## src/rtl/dtt_crossbar_egress_queue.sv

```systemverilog
// Per-port egress FIFOs behind the crossbar: one show-ahead queue per output,
// drops (and counts) words that arrive while the queue is full.
module dtt_crossbar_egress_queue #(
    parameter int N_OUT      = 4,
    parameter int DATA_WIDTH = 32,
    parameter int DEPTH      = 4,
    parameter int CNT_WIDTH  = 8,
    parameter int LW         = $clog2(DEPTH + 1)
) (
    input  logic                        clk,
    input  logic                        rst_n,
    input  logic [N_OUT*DATA_WIDTH-1:0] in_data,
    input  logic [N_OUT-1:0]            in_valid,
    output logic [N_OUT*DATA_WIDTH-1:0] eg_data,
    output logic [N_OUT-1:0]            eg_valid,
    input  logic [N_OUT-1:0]            eg_ready,
    output logic [N_OUT*LW-1:0]         eg_level,
    output logic [N_OUT*CNT_WIDTH-1:0]  drop_cnt
);
    localparam int PW = $clog2(DEPTH);
    localparam logic [LW-1:0]        LEVEL_FULL = LW'(DEPTH);
    localparam logic [CNT_WIDTH-1:0] CNT_MAX    = '1;

    generate
        for (genvar gi = 0; gi < N_OUT; gi++) begin : g_port
            logic [DATA_WIDTH-1:0] mem [DEPTH];
            logic [PW-1:0]         wr_ptr_reg, rd_ptr_reg;
            logic [LW-1:0]         level_reg, level_next;
            logic [CNT_WIDTH-1:0]  drop_reg, drop_next;
            logic                  full, empty, push, pop;

            assign full  = (level_reg == LEVEL_FULL);
            assign empty = (level_reg == '0);
            // A pop in the same cycle frees the slot, so a full queue still accepts.
            assign pop   = !empty && eg_ready[gi];
            assign push  = in_valid[gi] && (!full || pop);

            always_comb begin
                level_next = level_reg;
                drop_next  = drop_reg;
                case ({push, pop})
                    2'b10:   level_next = level_reg + LW'(1);
                    2'b01:   level_next = level_reg - LW'(1);
                    default: level_next = level_reg;
                endcase
                if (in_valid[gi] && !push && drop_reg != CNT_MAX)
                    drop_next = drop_reg + CNT_WIDTH'(1);
            end

            always_ff @(posedge clk or negedge rst_n) begin
                if (!rst_n) begin
                    wr_ptr_reg <= '0;
                    rd_ptr_reg <= '0;
                    level_reg  <= '0;
                    drop_reg   <= '0;
                end else begin
                    if (push) wr_ptr_reg <= wr_ptr_reg + PW'(1);
                    if (pop)  rd_ptr_reg <= rd_ptr_reg + PW'(1);
                    level_reg <= level_next;
                    drop_reg  <= drop_next;
                end
            end

            // Storage carries no reset so it maps onto plain RAM.
            always_ff @(posedge clk) begin
                if (push) mem[wr_ptr_reg] <= in_data[gi*DATA_WIDTH +: DATA_WIDTH];
            end

            assign eg_valid[gi]                          = !empty;
            assign eg_data[gi*DATA_WIDTH +: DATA_WIDTH]  = empty ? '0 : mem[rd_ptr_reg];
            assign eg_level[gi*LW +: LW]                 = level_reg;
            assign drop_cnt[gi*CNT_WIDTH +: CNT_WIDTH]   = drop_reg;
        end
    endgenerate
endmodule

```

## config.mk

```make
export PLATFORM = sky130hd
export DESIGN_NAME = dtt_crossbar_egress_queue
export DESIGN_NICKNAME = d
export VERILOG_FILES = /design/src/rtl/dtt_crossbar_egress_queue.sv
export SDC_FILE = /design/constraint.sdc
export NUM_CORES = 1
export LEC_CHECK = 0
export ABC_CLOCK_PERIOD_IN_PS = 2300
export CORE_AREA = 2 2 185 260
export CTS_CLUSTER_SIZE = 8
export DETAILED_ROUTE_END_ITERATION = 6
export DIE_AREA = 0 0 187 262
export GPL_ROUTABILITY_DRIVEN = 0
export GPL_TIMING_DRIVEN = 0
export PLACE_DENSITY = 0.75
export SETUP_SLACK_MARGIN = 0.1
export SYNTH_ARGS = -nofsm -noshare
export SYNTH_HDL_FRONTEND = slang
export SYNTH_SLANG_ARGS = --single-unit
```

## constraint.sdc

```tcl
create_clock -name clk -period 2.3 [get_ports clk]
set_clock_uncertainty 0.05 [all_clocks]
set_input_delay 0.46 -clock clk [delete_from_list [all_inputs] [get_ports clk]]
set_output_delay 0.46 -clock clk [all_outputs]
set_load 0.03 [all_outputs]
```

==> results.json <==
{
  "status": "complete, but fails checks",
  "violations": "negative setup slack",
  "crit_path_max_fanout": 5,
  "r2r_cells": 9,
  "die_w_um": 187,
  "start_kind": "flip-flop",
  "fillCellCount": 3003,
  "irDropWorstVdd_mv": 1.216,
  "crit_arrival_ps": 2150,
  "num_rows": 94,
  "synth_top_family_by_area": "multiplexers",
  "met3_length_um": 3269,
  "hold_start": "g_port[0].level_reg[2]$_DFFE_PN0P_",
  "ys.flop_type": "edfxtp_1",
  "final_net_count": 1766,
  "yosys.area.top_type": "edfxtp_1",
  "vias_per_cell": 5.334,
  "cts.sinks": 572,
  "initial_core_util": 0.4841,
  "hp-class": "reg2reg",
  "setup_ws_ps": -364.8,
  "root_buffer": "clkbuf_16",
  "timing.rr.start": "g_port[0].level_reg[1]$_DFFE_PN0P_",
  "drt_iter0_markers": 645,
  "synthAdderAreaFrac": 0.01572,
  "maxUsedRoutingLayer": "met5",
  "hold_viol_final": 0,
  "worstMarginPinSlew_ps": 917.7,
  "clockBufferDepth": 3,
  "multi_input_comb_area_um2": 5894,
  "max_stage_delay_ps": 490,
  "largest_reg_flops": 512,
  "crit_type": "reg2out",
  "syn_area_um2": 22600,
  "area_growth_pct": 36.82,
  "fin_util": 0.6623,
  "ys_warn_count": 0,
  "synthMuxAreaShare": 0.1359,
  "yosysTopAreaCellShare": 0.6802,
  "power_leakage_nw": 11.72,
  "cp-end-kind": "output pin",
  "cp_common_cell": "buf_6",
  "setup_viol": 132,
  "wl_met1_um": 18300,
  "yosys-top-cells-area": "edfxtp_1 (68%), mux4_2 (13%), dfrtp_1 (6.6%), and2_1 (4.0%), ha_1 (1.2%)",
  "slew_headroom": 0.3882,
  "drive_above_1_share": 0.3922,
  "drt-total-wl_um": 49870,
  "finalMaxSlewViolations": 0,
  "required_ps": 1790,
  "synth_simple_gate_area_frac": 0.06632,
  "syn_area_per_cell_um2": 19.83,
  "port_buffers": 313,
  "period_share": 1.159,
  "drv_cap": 0,
  "postSynthCellCount": 1140,
  "grt_max_degree": 61,
  "dp_hpwl_um": 29040,
  "grt_pass1_vias": 13233,
  "powerDensity_nw_per_um2": 1526,
  "core_um2": 46690,
  "drc_errors": 0,
  "dr_total_vias": 12246,
  "grt_pass1_wl_um": 73910,
  "r2r-end": "g_port[0].level_reg[2]$_DFFE_PN0P_",
  "clock_latency_ps": 590,
  "synth_compound_area_frac": 0.01074,
  "antenna_left": 0,
  "path_cells": "buf_6, buf_6, buf_12, mux4_2, and2_4, buf_6",
  "grt-ovfl-total": 0,
  "wl_per_cell_um": 21.72,
  "synth_edf_count": 512,
  "crit_slowest_cell": "mux4_2",
  "min_path_cells": 1,
  "synth_nets": 1304,
  "htree_levels": 3,
  "cts_tree": "done",
  "hold_end": "g_port[0].level_reg[2]$_DFFE_PN0P_",
  "yosys.area_share.xor_xnor": 0.01240,
  "fp.dieArea_um2": 48990,
  "ys_seq_elements": 572,
  "antenna_found_initial": 3,
  "cts_buffers": 81,
  "path_clk_slew_ps": 50,
  "die_h_um": 262,
  "wl_met2_um": 27160,
  "register_area_um2": 16900,
  "synth-async-reset-ratio": 0.1049,
  "yosysSeqAreaShare": 0.7466,
  "period_needed_ps": 2665,
  "max_freq_mhz": 375.3,
  "track_usage": 0.1972,
  "drt-pass1-iter-count": 5,
  "ioPinCount": 314,
  "yosysUniqueCellTypes": 49,
  "reg2reg_slack_ps": 10,
  "timing.hold.ws_ps": 452.9,
  "rsz0062_at_grt": "yes"
}
per-layer routing:
metal	vias up	global-route usage
met5	-	0
met4	2	0.07253
met3	76	0.04781
met2	388	0.3593
met1	6340	0.2272
li1	5440	-
cell usage in the layout (no fill, tap or decap), types with 6 or more instances in the layout:
master and n:
a21oi_1 10, and2_1 9, and2_2 8, and2_4 129, and3_1 6, buf_12 21
buf_4 40, buf_6 146, buf_8 7, clkbuf_1 63, clkbuf_16 88, clkbuf_8 11
clkdlybuf4s50_1 138, dfrtp_1 44, dfrtp_2 16, dlymetal6s2s_1 42, edfxtp_1 512, ha_1 20
inv_1 19, mux2_2 11, mux4_2 128, nand2_1 27, nand3_1 16, nand4_1 6
nor2_1 19, o21ai_0 6, xnor2_1 20, xor2_1 12
metrics by stage:
step | setup TNS (ps) | total power [mW] | cells | cell area (µm²) | setup slack, ps
finish | -36560 | 47.18 | 2296 | 30930 | -364.8
global route | -45080 | 49.05 | 2296 | 30930 | -426.1
CTS | -45470 | 46.16 | 2273 | 30270 | -411.2
detailed placement | -239770 | 31.79 | 2077 | 26650 | -615.1
global placement | -557380 | 31.52 | 2077 | 26640 | -1885
floorplan | 0 | 25.23 | 1140 | 22720 | 7.852
cell type report:
| type | instances | area share |
|---|---|---|
| timing repair buffer | 385 | 0.1393 |
| tap | 624 | 0.02525 |
| sequential | 572 | 0.5463 |
| clock inverter | 4 | 0.002427 |
| antenna | 2 | 0.0001618 |
| clock buffer | 147 | 0.07525 |
| inverter | 23 | 0.002792 |
| multi-input combinational | 498 | 0.1906 |
| buffer | 41 | 0.01792 |
Yosys cell counts (all sizes together) (3+ instances only):
library cell / n
or3: 4
a21oi: 10
o21ai: 10
fa: 4
o21a: 5
nor2b: 7
edfxtp: 512
nor4b: 3
nand2b: 3
xor2: 12
buf: 12
dfrtp: 60
mux2: 15
mux4: 128
nand2: 29
and3: 10
xnor2: 20
and2: 146
inv: 23
nor3: 3
clkbuf: 35
nor2: 20
nand3: 16
nand4: 6
ha: 22
how the worst max path moves through the flow:
stage	from	endpoint	slack [ps]
after global placement	rst_n	g_port[0].level_reg[2]$_DFFE_PN0P_	-1890
after detailed placement	g_port[0].rd_ptr_reg[0]$_DFFE_PN0P_	eg_data[18]	-620
after CTS	g_port[3].rd_ptr_reg[0]$_DFFE_PN0P_	eg_data[114]	-410
final	g_port[3].rd_ptr_reg[0]$_DFFE_PN0P_	eg_data[110]	-360
after global routing	g_port[3].rd_ptr_reg[0]$_DFFE_PN0P_	eg_data[110]	-430
after floorplan	g_port[0].level_reg[1]$_DFFE_PN0P_	g_port[0].level_reg[2]$_DFFE_PN0P_	8
cell families (layout without fill, tap and decap cells):
kind of cell               after synthesis  after routing
adders and majority gates               26             26
other                                    0              2
xor gates and xnor gates                32             32
and+or+nand+nor                        257            257
DFF                                    572            572
muxes                                  145            145
AOI/OAI and AO/OA                       38             38
buffers and inverters                   70            600
critical path: cells and delay by family (launching register included):
kind | cells | cell delay, ps
buf+inv | 4 | 470
flops | 1 | 430
mux | 1 | 490
simple gates | 1 | 160
power breakdown:
| part | internal, mW | switching [mW] |
|---|---|---|
| Combinational | 11.1 | 10.6 |
| Clock | 6.80 | 4.24 |
| Sequential | 13.7 | 0.747 |
timing repair:
action                     in CTS  in global routing
hold endpoints to repair       60                  0
hold buffers                    1                  0
cloned                          9                  4
gates resized for setup      1054                210
setup endpoints to repair     305                533
pin swaps                      58                 73
buffers inserted               39                 24
Power figures use the tool's default switching activity.
